$ cat config.mk
export PLATFORM = sky130hd
export DESIGN_NAME = bram_seq_engine
export DESIGN_NICKNAME = d
export VERILOG_FILES = /design/src/rtl/bram_seq_pkg.sv /design/src/rtl/sync_edge_detect.sv /design/src/rtl/bram_seq_engine.sv
export SDC_FILE = /design/constraint.sdc
export NUM_CORES = 1
export LEC_CHECK = 0
export CAP_MARGIN = 20
export CORE_MARGIN = 5
export CORE_UTILIZATION = 30
export DETAILED_ROUTE_END_ITERATION = 7
export SLEW_MARGIN = 20
export SYNTH_ARGS = -nofsm -noshare
export SYNTH_HDL_FRONTEND = slang
export SYNTH_SLANG_ARGS = --single-unit
$ cat constraint.sdc
create_clock -name sysclk -period 8.15 [get_ports sysclk]
set_input_delay 1.63 -clock sysclk [delete_from_list [all_inputs] [get_ports sysclk]]
set_output_delay 1.63 -clock sysclk [all_outputs]
set_load 0.01 [all_outputs]
$ cat src/rtl/bram_seq_pkg.sv
// bram_seq_pkg: command, bank and state encodings shared by the BRAM sequencer
package bram_seq_pkg;
  typedef enum logic [1:0] {CMD_WRITE, CMD_READ, CMD_FILL, CMD_CHECKSUM} cmd_t;
  typedef enum logic [1:0] {BANK_ADDR, BANK_DATA, BANK_LEN, BANK_CMD} bank_t;
  typedef enum logic [2:0] {S_IDLE, S_SETUP, S_CLK_HI, S_CLK_LO, S_NEXT, S_DONE} state_t;
endpackage

$ cat src/rtl/sync_edge_detect.sv
// sync_edge_detect: two-flop synchroniser with a single-cycle rising-edge pulse
module sync_edge_detect (
  input  logic sysclk,
  input  logic rst_n,
  input  logic d,
  output logic rise
);
  logic [2:0] sh;
  always_ff @(posedge sysclk or negedge rst_n)
    if (!rst_n) sh <= '0;
    else sh <= {sh[1:0], d};
  assign rise = sh[1] & ~sh[2];
endmodule

$ cat src/rtl/bram_seq_engine.sv
// bram_seq_engine: host-loaded sequencer driving one block-RAM port with a fabric-generated mem clock
module bram_seq_engine
  import bram_seq_pkg::*;
#(
  parameter int DATA_W   = 8,
  parameter int ADDR_W   = 13,
  parameter int CLK_DIV  = 1,
  parameter int READ_LAT = 2
) (
  input  logic              sysclk,
  input  logic              external_reset_n,
  input  logic [DATA_W-1:0] external_data_in,
  input  logic [1:0]        external_data_bank,
  input  logic              external_data_clock,
  input  logic              external_execute,
  output logic [DATA_W-1:0] external_data_out,
  output logic              external_isfinished,
  output logic              mem_clk,
  output logic              mem_ce,
  output logic              mem_oce,
  output logic              mem_wre,
  output logic              mem_reset,
  output logic [ADDR_W-1:0] mem_ad,
  output logic [DATA_W-1:0] mem_din,
  input  logic [DATA_W-1:0] mem_dout
);
  localparam int DW = CLK_DIV > 1 ? $clog2(CLK_DIV) : 1;
  localparam int LW = READ_LAT > 1 ? $clog2(READ_LAT) : 1;
  state_t state;
  cmd_t cmd;
  logic load, exec, div_end, lat_end, single, wr;
  logic [ADDR_W-1:0] addr, waddr;
  logic [ADDR_W:0] len, cnt, cnt_nx;
  logic [DATA_W-1:0] data, sum;
  logic [DW-1:0] div;
  logic [LW-1:0] lat;
  sync_edge_detect u_load (.sysclk(sysclk), .rst_n(external_reset_n), .d(external_data_clock), .rise(load));
  sync_edge_detect u_exec (.sysclk(sysclk), .rst_n(external_reset_n), .d(external_execute), .rise(exec));
  assign div_end = div == DW'(CLK_DIV - 1);
  assign lat_end = lat == LW'(READ_LAT - 1);
  assign single = ~cmd[1];
  assign wr = ~cmd[0];
  assign cnt_nx = cnt + 1'b1;
  assign mem_reset = 1'b0;
  // every mem_* change happens while mem_clk is low, giving CLK_DIV cycles of setup and hold
  always_ff @(posedge sysclk or negedge external_reset_n)
    if (!external_reset_n) begin
      state <= S_IDLE;
      cmd <= CMD_WRITE;
      addr <= '0;
      waddr <= '0;
      len <= '0;
      cnt <= '0;
      data <= '0;
      sum <= '0;
      div <= '0;
      lat <= '0;
      external_data_out <= '0;
      external_isfinished <= 1'b1;
      mem_clk <= 1'b0;
      mem_ce <= 1'b0;
      mem_oce <= 1'b0;
      mem_wre <= 1'b0;
      mem_ad <= '0;
      mem_din <= '0;
    end else case (state)
      S_IDLE: begin
        if (load) case (bank_t'(external_data_bank))
          BANK_ADDR: addr <= ADDR_W'({addr, external_data_in});
          BANK_DATA: data <= external_data_in;
          BANK_LEN:  len <= (ADDR_W+1)'({len, external_data_in});
          default:   cmd <= cmd_t'(external_data_in[1:0]);
        endcase
        if (exec) begin
          external_isfinished <= 1'b0;
          waddr <= addr;
          cnt <= '0;
          sum <= '0;
          div <= '0;
          lat <= '0;
          if (!single && len == '0) state <= S_DONE;
          else begin
            state <= S_SETUP;
            mem_ce <= 1'b1;
            mem_oce <= 1'b1;
            mem_ad <= addr;
            mem_din <= data;
            mem_wre <= wr;
          end
        end
      end
      S_SETUP: if (div_end) begin
        div <= '0;
        mem_clk <= 1'b1;
        state <= S_CLK_HI;
      end else div <= div + 1'b1;
      S_CLK_HI: if (div_end) begin
        div <= '0;
        mem_clk <= 1'b0;
        state <= S_CLK_LO;
      end else div <= div + 1'b1;
      S_CLK_LO: if (!div_end) div <= div + 1'b1;
      else begin
        div <= '0;
        // reads run READ_LAT full mem_clk periods, then sample on the last low cycle
        if (!wr && !lat_end) begin
          lat <= lat + 1'b1;
          mem_clk <= 1'b1;
          state <= S_CLK_HI;
        end else begin
          if (!wr) sum <= sum + mem_dout;
          state <= S_NEXT;
        end
      end
      S_NEXT: begin
        cnt <= cnt_nx;
        waddr <= waddr + 1'b1;
        lat <= '0;
        if (single || cnt_nx >= len) begin
          state <= S_DONE;
          mem_ce <= 1'b0;
          mem_oce <= 1'b0;
          mem_wre <= 1'b0;
        end else begin
          state <= S_SETUP;
          mem_ad <= waddr + 1'b1;
        end
      end
      S_DONE: begin
        external_isfinished <= 1'b1;
        if (!wr) external_data_out <= sum;
        state <= S_IDLE;
      end
      default: state <= S_IDLE;
    endcase
endmodule

; Yosys cells after proc, flatten, opt, wreduce, memory -nomap -nowiden
; Index checks and enable logic that the tools add are counted.
[totals]
wordCells = 120
input_bits = 22
register_bits = 116
[op_classes]
addsub = 5
reduce_logical = 30
n_eq_ne = 17
muxes = 40
bitwise_logic = 8
magnitude_cmp = 1
[ops]
columns = op, count
row1 = $mux W13, 4
row2 = $pmux W13 S2, 2
row3 = $mux W8, 4
row4 = $pmux W14 S2, 1
row5 = $mux W3, 7
row6 = $ne A2 B2 Y1 const B, 10
row7 = $pmux W8 S2, 1
row8 = $reduce_and A4 Y1, 4
row9 = $pmux W3 S5, 1
row10 = $reduce_and A3 Y1, 5
row11 = $add A14 B1 Y14 const B, 1
row12 = $ge A14 B14 Y1, 1
row13 = $logic_not A14 Y1, 1
row14 = $mux W14, 1
row15 = $add A13 B1 Y13 const B, 1
row16 = $mux W1, 13
row17 = $reduce_and A5 Y1, 2
row18 = $add A8 B8 Y8, 1
row19 = $pmux W1 S2, 4
row20 = $reduce_and A2 Y1, 4
row21 = $reduce_bool A2 Y1, 4
row22 = $eq A3 B2 Y1 const B, 2
row23 = $eq A3 B3 Y1 const B, 2
row24 = $not A1 Y1, 6
row25 = 13 further kinds, 19

; Depth between registers and ports, before layout
[logic_depth]
ltp_word = 5
mapped_depth = 13

; Modules after synthesis
; A second synthesis with hierarchy kept.
[hier_totals]
hier_cells = 513
area_unflattened_um2 = 5729.2
[modules_own_cells]
columns = module, seq_area_each_um2, area_each_um2, n_inst, cells_each
row1 = bram_seq_engine, 2728.9, 5551.6, 1, 505
row2 = sync_edge_detect, 75.1, 88.8, 2, 4

; Worst setup path after synthesis
; Ideal clock, no wire load.
[synth_timing]
path_type = input port to flip-flop
startpoint = input mem_dout[0]
endpoint = register sum[6]
arrival_ps = 3042
path_stages = 8
path_slack_ps = 4975
setup_ps = 133
path_buffers = 0
cell_sequence = ha_1 fa_1 a21o_1 a21oi_1 o21bai_1 a21oi_1 xor2_1 o21ai_0
[synth_between]
elab_chain_len = 5
[synth_lines]
columns = item, line_no
row1 = from (decl), bram_seq_engine.sv:25  ; input logic [DATA_W-1:0] mem_dout
row2 = $add A8 B8 Y8, bram_seq_engine.sv:111  ; if (!wr) sum <= sum + mem_dout;
row3 = $mux W8, bram_seq_engine.sv:111
row4 = $mux W8, bram_seq_engine.sv:106  ; if (!wr && !lat_end) begin
row5 = $mux W8, bram_seq_engine.sv:102  ; S_CLK_LO: if (!div_end) div <= div + 1'b1;
row6 = $pmux W8 S2, bram_seq_engine.sv:66  ; end else case (state)
row7 = to (signal assigned), bram_seq_engine.sv:111
row8 = to (decl), bram_seq_engine.sv:34  ; logic [DATA_W-1:0] data, sum;
; Every way passes these cells. The select of a mux whose other input is x is not followed.
; A chain may end at the register's enable or synchronous reset.

; Worst setup path after layout
[layout_timing]
startpoint = register cnt[0]
endpoint = register mem_ad[1]
[layout_between]
elab_chain_len = 5
[layout_lines]
columns = item, line_no
row1 = from (decl), bram_seq_engine.sv:33  ; logic [ADDR_W:0] len, cnt, cnt_nx;
row2 = from (signal assigned), bram_seq_engine.sv:116  ; cnt <= cnt_nx;
row3 = $add A14 B1 Y14, bram_seq_engine.sv:43  ; assign cnt_nx = cnt + 1'b1;
row4 = $ge A14 B14 Y1, bram_seq_engine.sv:119  ; if (single || cnt_nx >= len) begin
row5 = $logic_or A1 B1 Y1, bram_seq_engine.sv:119
row6 = $ne A2 B2 Y1 (no source line), n/a
row7 = $reduce_and A4 Y1 (no source line), n/a
row8 = to (signal assigned), bram_seq_engine.sv:86  ; mem_ad <= addr;
row9 = to (signal assigned), bram_seq_engine.sv:126  ; mem_ad <= waddr + 1'b1;
row10 = to (decl), bram_seq_engine.sv:23  ; output logic [ADDR_W-1:0] mem_ad,
; Every way passes these cells.

==> results.ini <==
[outcome]
status = finished clean

[sta]
worst-slew-pin-transition_ns = 1.053
period_needed_ns = 3.784
setup_viol = 0
timing.fmax_mhz = 264.3
final_max_slew_viol_count = 0
final.setup.tns_ns = 0
max_slew_margin = 0.2931
min_period_over_period = 0.4643
hold_viol = 0
skew_ns = 0.01247
rsz0062_at_grt = false

[grt]
grt_pass1_vias = 4443
track_usage = 0.1261
grt_max_degree = 76
grt_antenna_before_repair = 0
grt_overflow = 0
grt_pass1_wl_mm = 22.27

[logic_synthesis]
synth_ff_type = dfrtp_1
synthCells = 564
mappedNetlistArea_um2 = 5777
synthAdderAreaFrac = 0.05328
synth_top_family_by_area = simple AND/OR/NAND/NOR gates
synthMuxAreaShare = 0.07602
synth-compound-area-share = 0.1235
synth-edff-count = 0
synth_fp_nets = 610
async_flop_share = 1.000
yosysUniqueCellTypes = 57
synth_seq_area_share = 0.4984
synthXorXnorAreaFrac = 0.04397
ys.warnings.count = 0
ys_seq_elements = 115
synth.avg_cell_area_um2 = 10.24
synthSimpleGateAreaFrac = 0.1572

[power_and_ir_drop]
switchingPower_uw = 831.3
combPwrFrac = 0.306
power_leakage_nw = 3.157
p_int_mw = 1.654
p_sw_frac = 0.3345
seq_power_share = 0.397
power_frac_clock = 0.296
powerDensity_nw_per_um2 = 348.9
peakVddDrop_uv = 162.4

[cts]
clock_sinks = 115
post_cts_resized = 0
cts-root-buf = clkbuf_16
clk_pin_slew_ns = 0.05
cts_made_buffers = 17
post_cts_buffers = 0
cts_tree = built
clk_path_buf_depth = 2
holdBufCountCts = 0
htree_levels = 4
clk-insertion-delay-late_ns = 0.42

[floorplanning]
std_cell_rows = 50
die_h_um = 148.8
initial_core_util = 0.3068
die_x_um = 148.8
die-area_um2 = 22130
coreArea_um2 = 18830
io_pins = 57

[route]
vias_per_cell = 4.789
wire_per_inst_um = 14.80
drt-total-wl_mm = 13.12
drt_iter0_drc = 195
post-route-drc-count = 0
drtPass1Iterations = 4
num_vias = 4243
antenna_left = 0

[layout]
final_layout_size_suffix_gt1_frac = 0.1390
fillers = 1831
final_cell_mix = 114 x dfrtp_1, 84 x nand2_1, 54 x clkdlybuf4s50_1
regArea_um2 = 2879
diodes = 0
layout_commonest_cell = dfrtp_1
multi_input_area_um2 = 2630
syn2layout_area_growth_pct = 23.31
final_nets = 661
design_area_um2 = 7123

[critical_path]
r2r-start = cnt[0]
crit_fanout = 12
path_cells = ha_1 > nand4_4 > or3_4 > xnor2_1 > ha_1 > o21ai_0 > nor2_1 > or4_4 > o21ai_1 > o221ai_1
crit_type = register to register
startpoint_type = register
crit_slowest_cell = o21ai_1
cp.arrival_ns = 4.02
end_kind = register
crit_top_cell = ha_1
startpoint = cnt[0]
max_stage_delay_ns = 0.83
cp_data_required_time_ns = 8.39

[placed_design]
port_buffers = 55
gp_routability_congestion = 0.8119
hpwl_mm = 9.265
placed_area_um2 = 6533

[min_path]
hp-class = register to register
worstHoldStart = u_exec.sh[0]

[flow_run]
drv_cap = 0

==> kinds of logic after synthesis <==
kind of cell,count (synthesis)
multiplexers,39
XOR/XNOR,29
AND/OR/NAND/NOR,183
flip-flops,115
buffers and inverters,62
adder cells (fa/ha/maj),24
other,1
AO/OA/AOI/OAI,111
==> per-stage QoR <==
| stage | cells | setup slack [ns] | hold slack (ns) | utilization | total power, mW |
|---|---|---|---|---|---|
| after floorplan | 564 | 4.975 | 0.3312 | - | 1.465 |
| after global placement | 856 | 4.431 | 0.3319 | 0.3469 | 1.730 |
| after detailed placement | 856 | 4.382 | 0.3347 | 0.3469 | 1.757 |
| after CTS | 886 | 4.373 | 0.3473 | 0.3781 | 2.507 |
| after global routing | 886 | 4.074 | 0.3533 | 0.3783 | 2.657 |
| final | 886 | 4.366 | 0.3466 | 0.3783 | 2.485 |
==> power by group through the flow <==
stage | combinational (mW) | sequential [mW] | clock, mW
after global routing | 0.855 | 1.02 | 0.781
after floorplan | 0.525 | 0.940 | 0
final | 0.761 | 0.987 | 0.736
after global placement | 0.744 | 0.986 | 0
after CTS | 0.769 | 0.985 | 0.753
after detailed placement | 0.762 | 0.994 | 0
==> synthesized netlist by cell type (all sizes together), types with 2 or more instances <==
| cell type | n | area, um^2 |
|---|---|---|
| and2 | 6 | 37.54 |
| a31oi | 2 | 12.51 |
| or3 | 3 | 23.77 |
| inv | 37 | 138.9 |
| nor4 | 3 | 18.77 |
| o221ai | 12 | 111.4 |
| o211ai | 5 | 42.54 |
| and4 | 5 | 46.29 |
| nand2b | 3 | 18.77 |
| nand4 | 9 | 71.32 |
| nand3 | 21 | 105.1 |
| buf | 12 | 83.83 |
| a21o | 2 | 15.01 |
| xor2 | 12 | 105.1 |
| mux2 | 39 | 439.2 |
| nor2b | 4 | 25.02 |
| dfrtp | 114 | 2853 |
| nor2 | 29 | 125.1 |
| and3 | 6 | 37.54 |
| nor3 | 5 | 36.29 |
| a21oi | 25 | 125.1 |
| o22ai | 5 | 31.28 |
| a211oi | 2 | 15.01 |
| o41ai | 2 | 17.52 |
| o21a | 4 | 30.03 |
| o31ai | 4 | 30.03 |
| xnor2 | 17 | 148.9 |
| ha | 23 | 287.8 |
| nand2 | 85 | 326.6 |
| o21ai | 38 | 190.2 |
| a22o | 3 | 26.28 |
| clkbuf | 13 | 48.80 |
| o221a | 3 | 33.78 |
==> worst paths after layout <==
kind                                              to  slack [ns]  cells past startpoint
worst max-delay path                       mem_ad[1]        4.37                     10
worst min-delay path                    u_exec.sh[1]        0.35                      0
worst max register to register             mem_ad[1]        4.37                     10
worst min register to register          u_exec.sh[1]        0.35                      0
max in group asynchronous                   waddr[3]        5.61                      2
min in group asynchronous       external_data_out[5]        1.20                      1
==> registers in the layout (all words and copies together) (netlist names) <==
name / count
cnt: 14
len: 14
addr: 13
mem_ad: 13
waddr: 13
data: 8
external_data_out: 8
mem_din: 8
sum: 8
state: 3
u_exec.sh: 3
u_load.sh: 3
cmd: 2
external_isfinished: 1
lat: 1
mem_clk: 1
mem_oce: 1
mem_wre: 1
==> worst max-delay path, delay by kind of cell, from the launching register on <==
kind	cells	cell delay (ns)
compound gates	3	1.23
fa+ha+maj	2	0.67
simple gates	4	1.10
xor+xnor	1	0.13
flops	1	0.47
==> routing by layer <==
layer / GRT usage / wire, um
met5: 0 / 0
met4: 0.04439 / 213
met3: 0.03737 / 628
met2: 0.1994 / 6150
met1: 0.1653 / 6124
==> cell type report <==
cell class                      count  share of cell area
Timing Repair Buffer               57             0.07904
Inverter                           37             0.01950
Multi-Input combinational cell    387              0.3692
Clock inverter                      7             0.01388
Clock buffer                       23             0.06851
Tap cell                          260             0.04567
Sequential cell                   115              0.4042
(Power assumes the default switching activity.)
